**config.mk**
```make
export PLATFORM = sky130hd
export DESIGN_NAME = munoc_tid_request_gate
export DESIGN_NICKNAME = d
export VERILOG_FILES = /design/src/rtl/munoc_tid_request_gate.sv
export SDC_FILE = /design/constraint.sdc
export NUM_CORES = 1
export LEC_CHECK = 0
export CORE_MARGIN = 10
export CORE_UTILIZATION = 51
export CTS_CLUSTER_SIZE = 16
export DETAILED_ROUTE_END_ITERATION = 10
export PLACE_DENSITY = 0.85
export SYNTH_ARGS = -nofsm -noshare
export SYNTH_HDL_FRONTEND = slang
export SYNTH_SLANG_ARGS = --single-unit
```
**constraint.sdc**
```tcl
create_clock -name clk -period 6.1 [get_ports clk]
set_input_delay 1.83 -clock clk [delete_from_list [all_inputs] [get_ports clk]]
set_output_delay 1.83 -clock clk [all_outputs]
set_load 0.05 [all_outputs]
```
**src/rtl/munoc_tid_request_gate.sv**
```systemverilog
// Request issue gate: holds one request and releases it only when every
// outstanding request of the same TID targets the same destination.
module munoc_tid_request_gate #(
  parameter int BW_TID        = 4,
  parameter int BW_DEST       = 2,
  parameter int BW_PAYLOAD    = 32,
  parameter int NUM_ENTRY     = 4,
  parameter int MAX_PER_ENTRY = 7
) (
  input  logic                  clk,
  input  logic                  rstnn,
  input  logic                  req_valid,
  output logic                  req_ready,
  input  logic [BW_TID-1:0]     req_tid,
  input  logic [BW_DEST-1:0]    req_dest,
  input  logic [BW_PAYLOAD-1:0] req_payload,
  output logic                  out_valid,
  input  logic                  out_ready,
  output logic [BW_TID-1:0]     out_tid,
  output logic [BW_DEST-1:0]    out_dest,
  output logic [BW_PAYLOAD-1:0] out_payload,
  input  logic                  rsp_done,
  input  logic [BW_TID-1:0]     rsp_tid,
  output logic                  busy,
  output logic                  err_unexpected_rsp
);

  localparam int CNT_W = $clog2(MAX_PER_ENTRY + 1);
  localparam int IDX_W = (NUM_ENTRY > 1) ? $clog2(NUM_ENTRY) : 1;
  localparam logic [CNT_W-1:0] CNT_MAX = CNT_W'(MAX_PER_ENTRY);

  logic                  hold_vld;
  logic [BW_TID-1:0]     hold_tid;
  logic [BW_DEST-1:0]    hold_dest;
  logic [BW_PAYLOAD-1:0] hold_payload;

  logic [NUM_ENTRY-1:0]  ent_vld;
  logic [BW_TID-1:0]     ent_tid  [NUM_ENTRY];
  logic [BW_DEST-1:0]    ent_dest [NUM_ENTRY];
  logic [CNT_W-1:0]      ent_cnt  [NUM_ENTRY];

  logic [NUM_ENTRY-1:0]  vld_nxt;
  logic [CNT_W-1:0]      cnt_nxt  [NUM_ENTRY];
  logic [NUM_ENTRY-1:0]  ent_inc, ent_dec, ent_alloc;

  logic                  match_hit, free_hit, rsp_hit;
  logic [IDX_W-1:0]      match_idx, free_idx, rsp_idx;
  logic                  allow, fire, accept, err_q;

  // Saturating up/down step; simultaneous inc and dec cancel out.
  function automatic logic [CNT_W-1:0] cnt_update(input logic [CNT_W-1:0] cnt,
                                                  input logic inc, input logic dec);
    logic [CNT_W-1:0] res;
    res = cnt;
    if (inc && !dec && cnt != CNT_MAX)
      res = cnt + CNT_W'(1);
    else if (dec && !inc && cnt != '0)
      res = cnt - CNT_W'(1);
    return res;
  endfunction

  // Descending scan so the lowest index wins for the free-entry search.
  always_comb begin
    match_hit = 1'b0;
    match_idx = '0;
    free_hit  = 1'b0;
    free_idx  = '0;
    rsp_hit   = 1'b0;
    rsp_idx   = '0;
    for (int i = NUM_ENTRY - 1; i >= 0; i--) begin
      if (ent_vld[i] && ent_tid[i] == hold_tid) begin
        match_hit = 1'b1;
        match_idx = IDX_W'(i);
      end
      if (!ent_vld[i]) begin
        free_hit = 1'b1;
        free_idx = IDX_W'(i);
      end
      if (ent_vld[i] && ent_tid[i] == rsp_tid) begin
        rsp_hit = 1'b1;
        rsp_idx = IDX_W'(i);
      end
    end
  end

  assign allow = match_hit ? (ent_dest[match_idx] == hold_dest && ent_cnt[match_idx] < CNT_MAX)
                           : free_hit;
  assign out_valid   = hold_vld & allow;
  assign fire        = out_valid & out_ready;
  assign req_ready   = ~hold_vld | fire;
  assign accept      = req_valid & req_ready;
  assign out_tid     = hold_tid;
  assign out_dest    = hold_dest;
  assign out_payload = hold_payload;
  assign busy        = hold_vld | (|ent_vld);
  assign err_unexpected_rsp = err_q;

  always_comb begin
    vld_nxt = ent_vld;
    for (int i = 0; i < NUM_ENTRY; i++) begin
      ent_inc[i]   = fire & match_hit & (match_idx == IDX_W'(i));
      ent_alloc[i] = fire & ~match_hit & (free_idx == IDX_W'(i));
      ent_dec[i]   = rsp_done & rsp_hit & (rsp_idx == IDX_W'(i));
      cnt_nxt[i]   = ent_cnt[i];
      if (ent_alloc[i]) begin
        vld_nxt[i] = 1'b1;
        cnt_nxt[i] = CNT_W'(1);
      end else if (ent_vld[i]) begin
        cnt_nxt[i] = cnt_update(ent_cnt[i], ent_inc[i], ent_dec[i]);
        vld_nxt[i] = (cnt_nxt[i] != '0);
      end
    end
  end

  // Stage boundary: control state (hold occupancy, entry validity and counts).
  always_ff @(posedge clk or negedge rstnn) begin
    if (!rstnn) begin
      hold_vld <= 1'b0;
      ent_vld  <= '0;
      err_q    <= 1'b0;
      for (int i = 0; i < NUM_ENTRY; i++)
        ent_cnt[i] <= '0;
    end else begin
      if (accept)
        hold_vld <= 1'b1;
      else if (fire)
        hold_vld <= 1'b0;
      ent_vld <= vld_nxt;
      err_q   <= rsp_done & ~rsp_hit;
      for (int i = 0; i < NUM_ENTRY; i++)
        ent_cnt[i] <= cnt_nxt[i];
    end
  end

  // Stage boundary: data fields, qualified by the control valids above.
  always_ff @(posedge clk) begin
    if (accept) begin
      hold_tid     <= req_tid;
      hold_dest    <= req_dest;
      hold_payload <= req_payload;
    end
    for (int i = 0; i < NUM_ENTRY; i++) begin
      if (ent_alloc[i]) begin
        ent_tid[i]  <= hold_tid;
        ent_dest[i] <= hold_dest;
      end
    end
  end

endmodule

```
==> results of run 1 <==
state kept, by name (all words and copies together) (netlist names):
register,count
ent_vld,4
hold_vld,1
out_dest,2
out_payload,32
ent_dest,8
err_unexpected_rsp,1
out_tid,4
ent_cnt,12
ent_tid,16
area by class of cell:
cell class / count / area, sq um / share of cell area (%)
sequential: 80 / 2310 / 43.8
multi-input combinational: 226 / 1650 / 31.2
timing repair buffer: 94 / 928 / 17.6
tap: 102 / 128 / 2.42
clock buffer: 9 / 124 / 2.34
inverter: 23 / 86.3 / 1.63
clock inverter: 7 / 53.8 / 1.02
synth_stat cells, types with 5 or more instances:
library cell / count / area share, %
nor2_1: 16 / 1.5
a21oi_1: 6 / 0.73
nor3_1: 16 / 2.0
xor2_1: 13 / 2.8
edfxtp_1: 62 / 46
clkbuf_1: 5 / 0.46
inv_1: 23 / 2.1
nand3_1: 18 / 2.2
nand2_1: 22 / 2.0
xnor2_1: 20 / 4.3
ha_1: 16 / 4.9
nand4b_1: 5 / 1.1
nand4_1: 8 / 1.2
and3_1: 7 / 1.1
dfrtp_1: 18 / 11
worst max-delay path by stage:
stage                  endpoint  slack, ns  depth (start not counted)
floorplan           out_dest[0]       1.36                          9
global placement      req_ready       0.77                         10
detailed placement    req_ready       0.58                         10
CTS                   req_ready       0.18                         10
global route          out_valid       0.15                          9
finish                out_valid       0.36                          9
power groups by stage:
stage	clock network [mW]	logic [mW]	registers (mW)
after floorplan	0	0.380	0.876
after global placement	0	0.652	0.797
after detailed placement	0	0.672	0.803
after CTS	0.369	0.680	0.794
after global routing	0.391	0.745	0.810
final	0.359	0.682	0.796
kinds of logic after synthesis:
kind of cell               after synthesis
and+or+nand+nor                        116
buffers and inverters                   31
DFF                                     80
adders and majority gates               16
AOI/OAI and AO/OA                       53
xor gates and xnor gates                33
muxes                                    8
metal layers:
layer / share of wire (%) / GRT usage [%]
met1: 38 / 21.2
met2: 48 / 30.0
met3: 13 / 9.48
met4: 1.5 / 5.76
met5: 0 / 0
repair_timing:
action | 4_1_cts | 5_1_grt
buffers inserted | 0 | 2
endpoints found under the hold margin | 0 | 0
gates resized for setup | 0 | 1
endpoints found under the setup margin | 0 | 1
==> impl_metrics.json, run 1 <==
{
  "hp-start": "ent_cnt[5]",
  "vias_per_cell": 5.79,
  "p_leak_nw": 2.01,
  "tightest_slew_ns": 0.998,
  "final_cell_mix": "clkdlybuf4s50_1 (87), edfxtp_1 (62), inv_1 (23)",
  "place_area_sq_um": 5090,
  "clkLatencyLatePin_ns": 0.35,
  "antenna_found_initial": 0,
  "cts-hold-fix-buffers": 0,
  "placementRows": 32,
  "gp_congestion": 0.912,
  "cap_violations": 0,
  "areaGrowthSynthToFinish_pct": 29.2,
  "async_flop_share_pct": 22.5,
  "synthCells": 337,
  "finClkSkew_ns": 0.00792,
  "die_w_um": 110,
  "dieArea_sq_um": 12000,
  "vdd_drop_max_v": 0.000175,
  "seq_area_frac_synth_pct": 56.6,
  "post-route-util_pct": 68.0,
  "synthAdderAreaFrac_pct": 4.90,
  "layoutNonFillerInstCount": 541,
  "drtPass1Iterations": 5,
  "yosys.area_share.xor_xnor_pct": 7.07,
  "pre_cts_ws_ns": 0.576,
  "crit_start": "out_tid[2]",
  "period_minus_slack_ns": 5.74,
  "grt_max_degree": 39,
  "synth_compound_area_share_pct": 11.0,
  "clock_path_buffers": 2,
  "cts_root_buf": "clkbuf_8",
  "drc": 0,
  "grt_pass1_wl_mm": 17.4,
  "cp.arrival_ns": 3.91,
  "port_buffers": 88,
  "ios": 89,
  "timing.hold.ws_ns": 0.572,
  "critPathRequiredTime_ns": 4.27,
  "ys_types": 63,
  "design.core.area_sq_um": 7770,
  "fin_setup_tns_ns": 0,
  "wirelength_mm": 10.8,
  "grt_pass1_vias": 3272,
  "hp-class": "flop to flop",
  "crit_family": "compound AO/OA/AOI/OAI gates",
  "cp_slowest_cell": "clkdlybuf4s50_1",
  "tritoncts": "done",
  "drive_above_1_share_pct": 8.66,
  "synth.cell_area_sq_um": 4090,
  "initial_core_util_pct": 52.6,
  "pwr-share-seq_pct": 43.3,
  "finalHoldViolations": 0,
  "yosysWarnings": 0,
  "critPathLaunchType": "flop",
  "pwr-share-clk_pct": 19.6,
  "critPathMaxStageDelay_ns": 0.80,
  "wl_per_cell_um": 20.0,
  "overflow": 0,
  "rsz0062_at_grt": "false",
  "post-place-cells": 523,
  "grt_usage_pct": 18.6,
  "pwr-share-comb_pct": 37.1,
  "cts.sinks": 80,
  "switching_share_pct": 39.2,
  "crit_type": "flop to primary output",
  "n_antenna_cell": 0,
  "status": "finished, final reports clean",
  "vias": 3135,
  "critical_path_buf_inv_count": 1,
  "r2r_cells": 9,
  "path_clk_slew_ns": 0.09,
  "setup_ws_ns": 0.364,
  "finalPower_mw": 1.84,
  "cts_buffers": 9,
  "crit_chain": "xor2_1 -> nor3_2 -> a2111oi_2 -> o311a_1 -> o221ai_1 -> a21boi_2 -> nor2_1 -> and2_1 -> clkdlybuf4s50_1",
  "synth_nets": 400,
  "nNetsFinal": 497,
  "path_max_fanout": 9,
  "slew_headroom_pct": 33.3,
  "final-setup-viol-count": 0,
  "slew_viol_final": 0,
  "synth_top_family_by_area": "simple AND/OR/NAND/NOR gates",
  "p_int_mw": 1.12,
  "synth_seq_cells": 80,
  "r2r-start": "out_tid[2]",
  "synth-simple-area-share_pct": 15.1,
  "final_common_cell": "clkdlybuf4s50_1",
  "die_y_um": 110,
  "ant_nets": 0,
  "dpl.hpwl_mm": 8.13,
  "h-tree-depth": 3,
  "min_to": "ent_cnt[5]",
  "fmax_mhz": 174,
  "ys.flop_type": "edfxtp_1",
  "worstReg2RegEnd": "out_dest[0]",
  "r2r_slack_ns": 2.04,
  "nFillCells": 569,
  "fin_area_sq_um": 5280,
  "p_switching_mw": 0.720,
  "p_per_area_nw_per_um2": 348,
  "synthMuxAreaShare_pct": 2.17,
  "min_delay_path_depth": 1,
  "fin_crit_sh_pct": 94.0,
  "drt_iter0_drc": 228,
  "end_kind": "primary output",
  "synth-edff-count": 62,
  "postSynthAreaPerCell_sq_um": 12.1
}
(Power assumes the default switching activity.)
==> run 2: changes to the inputs <==
CAP_MARGIN = 10   (was unset)
GPL_TIMING_DRIVEN = 0   (was unset)
==> impl_metrics.json, run 2 (synthesis results as in run 1) <==
{
  "path_clk_slew_ns": 0.09,
  "cts.sinks": 80,
  "largest_reg_flops": 32,
  "gr-usage-met2_pct": 30.9,
  "h-tree-depth": 3,
  "cp.arrival_ns": 4.00,
  "end_kind": "primary output",
  "grt_usage_pct": 18.8,
  "clkLatencyLatePin_ns": 0.36,
  "fmax_mhz": 171,
  "die_w_um": 110,
  "drt_iter0_drc": 244,
  "design.core.area_sq_um": 7770,
  "vdd_drop_max_v": 0.000193,
  "pwr-share-seq_pct": 41.6,
  "post_cts_resized": 0,
  "cap_violations": 0,
  "placementRows": 32,
  "slew_headroom_pct": 43.3,
  "port_buffers": 87,
  "status": "finished, final reports clean",
  "rsz0062_at_grt": "false",
  "cts_root_buf": "clkbuf_8",
  "critPathRequiredTime_ns": 4.27,
  "grtUsageMet3_pct": 9.60,
  "min_to": "ent_cnt[4]",
  "dieArea_sq_um": 12000,
  "pwr-share-clk_pct": 22.0,
  "p_per_area_nw_per_um2": 355,
  "vias": 3077,
  "crit_type": "flop to primary output",
  "fin_setup_tns_ns": 0,
  "cts-hold-fix-buffers": 0,
  "grt_pass1_wl_mm": 17.4,
  "period_minus_slack_ns": 5.83,
  "r2r-start": "out_tid[0]",
  "post-place-cells": 527,
  "nNetsFinal": 500,
  "drc": 0,
  "clock_path_buffers": 2,
  "r2r_cells": 10,
  "r2r_slack_ns": 2.39,
  "overflow": 0,
  "grt_pass1_vias": 3281,
  "switching_share_pct": 38.8,
  "drive_above_1_share_pct": 8.60,
  "path_max_fanout": 10,
  "tightest_slew_ns": 0.848,
  "p_switching_mw": 0.735,
  "layoutNonFillerInstCount": 544,
  "ios": 89,
  "antenna_found_initial": 0,
  "areaGrowthSynthToFinish_pct": 30.6,
  "grt_max_degree": 39,
  "hp-class": "flop to flop",
  "vias_per_cell": 5.66,
  "fin_crit_sh_pct": 95.7,
  "drtPass1Iterations": 4,
  "die_y_um": 110,
  "finalHoldViolations": 0,
  "cts_setup_buffers": 0,
  "pwr-share-comb_pct": 36.3,
  "ant_nets": 0,
  "dpl.hpwl_mm": 8.24,
  "globalRouteMet1Util_pct": 20.7,
  "gp_congestion": 0.870,
  "hp-start": "ent_cnt[4]",
  "initial_core_util_pct": 52.6,
  "slew_viol_final": 0,
  "final-setup-viol-count": 0,
  "wirelength_mm": 10.7,
  "min_delay_path_depth": 2,
  "finClkSkew_ns": 0.00930,
  "critPathLaunchType": "flop",
  "worstReg2RegEnd": "ent_vld[2]",
  "p_int_mw": 1.16,
  "p_leak_nw": 2.02,
  "final_cell_mix": "clkdlybuf4s50_1 (87), edfxtp_1 (62), inv_1 (23)",
  "final_common_cell": "clkdlybuf4s50_1",
  "cts_buffers": 9,
  "grt.busiest_layer": "met2",
  "n_antenna_cell": 0,
  "tritoncts": "done",
  "wl_per_cell_um": 19.7
}
run 2: cell types whose count changed in the layout (fill, tap and decap cells not counted), sizes merged:
cell / before / now
buf: 6 / 4
bufinv: 0 / 1
clkbuf: 9 / 15
clkinv: 3 / 2
dlymetal6s2s: 1 / 0
run 2: critical path: stages, from the launching register on:
cell and delay, ns:
edfxtp_1 0.57, xor2_1 0.26, nor3_4 0.38, a2111oi_2 0.15, o311a_1 0.36, o221ai_1 0.36
a21boi_2 0.18, nor2_1 0.31, a21boi_1 0.19, inv_1 0.08, clkdlybuf4s50_1 0.80
run 2: final cells by class:
type                       instances  area (sq um)
multi-input combinational        226          1660
buffer                             8          46.3
inverter                          23          86.3
timing repair buffer              89           898
tap                              102           128
sequential                        80          2310
clock buffer                       9           124
fill                             557          2430
clock inverter                     7          86.3
run 2: routing by layer:
layer,share of wire [%],wire [um]
met3,13,1380
met2,49,5200
met4,1.6,171
met5,0,0
met1,37,3950
run 2: per-stage QoR:
step	cell area (sq um)	power (mW)	util [%]	hold WS (ns)	worst slack, ns
6_report	5340	1.90	68.7	0.587	0.265
5_1_grt	5340	2.01	68.7	0.624	0.00176
4_1_cts	5320	1.90	68.5	0.590	0.0342
3_5_place_dp	5110	1.48	65.8	0.567	0.442
3_3_place_gp	5090	1.44	65.5	0.538	0.603
2_1_floorplan	4090	1.26	-	0.510	1.36
run 2: how the worst max path moves through the flow:
stage	start	to	slack, ns
global route	out_tid[1]	req_ready	0.002
finish	out_tid[0]	req_ready	0.27
global placement	out_tid[2]	out_tid[2]	0.60
floorplan	out_tid[2]	out_dest[0]	1.36
CTS	out_tid[2]	req_ready	0.03
detailed placement	out_tid[2]	req_ready	0.44
run 2: power by group through the flow:
stage               clock (mW)  sequential (mW)  combinational, mW
finish                   0.418            0.790              0.689
global route             0.450            0.804              0.756
CTS                      0.425            0.790              0.686
detailed placement           0            0.801              0.682
global placement             0            0.797              0.648
floorplan                    0            0.876              0.380
==> run 3: changes to the inputs <==
SETUP_SLACK_MARGIN = 0.05   (was unset)
==> impl_metrics.json, run 3 (synthesis results as in run 1) <==
{
  "initial_core_util_pct": 52.6,
  "r2r_cells": 10,
  "die_y_um": 110,
  "final_common_cell": "clkdlybuf4s50_1",
  "slew_viol_final": 0,
  "finalHoldViolations": 0,
  "vdd_drop_max_v": 0.000193,
  "gp_congestion": 0.870,
  "r2r_slack_ns": 2.40,
  "crit_type": "flop to primary output",
  "grt_pass1_wl_mm": 17.3,
  "fmax_mhz": 172,
  "n_antenna_cell": 0,
  "min_delay_path_depth": 2,
  "ant_nets": 0,
  "crit_family": "compound AO/OA/AOI/OAI gates",
  "min_to": "ent_cnt[4]",
  "critPathRequiredTime_ns": 4.27,
  "post-route-util_pct": 68.8,
  "rsz0062_at_grt": "false",
  "nNetsFinal": 501,
  "finalPower_mw": 1.90,
  "critical_path_buf_inv_count": 2,
  "final-setup-viol-count": 0,
  "cts-hold-fix-buffers": 0,
  "placementRows": 32,
  "grt_usage_pct": 18.8,
  "path_max_fanout": 10,
  "h-tree-depth": 3,
  "ios": 89,
  "critPathLaunchType": "flop",
  "dieArea_sq_um": 12000,
  "p_leak_nw": 2.02,
  "status": "finished, final reports clean",
  "tritoncts": "done",
  "critPathMaxStageDelay_ns": 0.80,
  "path_clk_slew_ns": 0.09,
  "vias_per_cell": 5.71,
  "grt_max_degree": 39,
  "nFillCells": 560,
  "hp-start": "ent_cnt[4]",
  "cts.sinks": 80,
  "clkLatencyLatePin_ns": 0.36,
  "design.core.area_sq_um": 7770,
  "fin_setup_tns_ns": 0,
  "largest_reg_flops": 32,
  "vias": 3111,
  "overflow": 0,
  "final_cell_mix": "clkdlybuf4s50_1 (87), edfxtp_1 (62), inv_1 (23)",
  "grt_pass1_vias": 3281,
  "fin_crit_sh_pct": 95.5,
  "end_kind": "primary output",
  "wl_per_cell_um": 19.7,
  "drive_above_1_share_pct": 8.80,
  "cts_buffers": 9,
  "tightest_slew_ns": 0.846,
  "hp-class": "flop to flop",
  "cap_violations": 0,
  "port_buffers": 87,
  "dpl.hpwl_mm": 8.24,
  "worstReg2RegEnd": "ent_vld[2]",
  "period_minus_slack_ns": 5.83,
  "antenna_found_initial": 0,
  "slew_headroom_pct": 43.4,
  "p_per_area_nw_per_um2": 355,
  "drc": 0,
  "clock_path_buffers": 2,
  "wirelength_mm": 10.7,
  "drt_iter0_drc": 186,
  "areaGrowthSynthToFinish_pct": 30.8,
  "multi_input_comb_area_sq_um": 1660,
  "cp.arrival_ns": 4.00,
  "r2r-start": "out_tid[0]",
  "finClkSkew_ns": 0.00993,
  "drtPass1Iterations": 7,
  "cp_slowest_cell": "clkdlybuf4s50_1",
  "regArea_sq_um": 2310,
  "cts_root_buf": "clkbuf_8",
  "crit_chain": "xor2_1 -> nor3_4 -> a2111oi_2 -> o311a_1 -> o221ai_1 -> a21boi_2 -> nor2_1 -> a21boi_1 -> inv_1 -> clkdlybuf4s50_1",
  "die_w_um": 110
}
run 3: worst max-delay path by stage:
stage                    start          end  cells past startpoint
global route        out_tid[2]    req_ready                     10
floorplan           out_tid[2]  out_dest[0]                      9
detailed placement  out_tid[2]    req_ready                     10
finish              out_tid[0]    req_ready                     10
CTS                 out_tid[1]    req_ready                     11
global placement    out_tid[2]   out_tid[2]                      9
run 3: final cells by class:
class	count	area share, %
multi-input combinational	226	31.0
inverter	23	1.62
clock inverter	7	1.62
timing repair buffer	90	16.9
sequential	80	43.3
tap	102	2.39
buffer	8	0.866
clock buffer	9	2.32
run 3: worst register-to-register path, delay by kind of cell (launching register included):
family	cells	cell delay [ns]
xor+xnor	1	0.26
mux	1	0.34
flops	1	0.57
compound gates	4	1.08
simple gates	4	1.35
run 3: metal layers:
metal / vias up / wire (um) / part of all wire (%) / track usage [%]
met2: 159 / 5190 / 48 / 30.9
met4: 0 / 178 / 1.7 / 6.78
li1: 1464 / - / - / -
met1: 1470 / 3990 / 37 / 20.7
met5: - / 0 / 0 / 0
met3: 18 / 1370 / 13 / 9.60
run 3: timing repair:
action | 4_1_cts | 5_1_grt
hold endpoints to repair | 0 | 0
gates cloned | 0 | 0
buffers inserted | 0 | 1
endpoints found under the setup margin | 1 | 1
gates resized for setup | 1 | 1
pin swaps | 0 | 1
run 3: where the power goes:
group / internal, mW / total (mW) / switching, mW
sequential: 0.701 / 0.790 / 0.0892
clock: 0.198 / 0.417 / 0.220
combinational: 0.265 / 0.691 / 0.426
total: 1.16 / 1.90 / 0.735
run 3: metrics by stage:
step / instances / hold slack (ns) / setup slack [ns] / cell area, sq um
final: 545 / 0.587 / 0.273 / 5350
after global routing: 545 / 0.624 / 0.0561 / 5350
after CTS: 543 / 0.590 / 0.145 / 5330
after detailed placement: 527 / 0.567 / 0.442 / 5110
after global placement: 526 / 0.538 / 0.603 / 5090
after floorplan: 337 / 0.510 / 1.36 / 4090
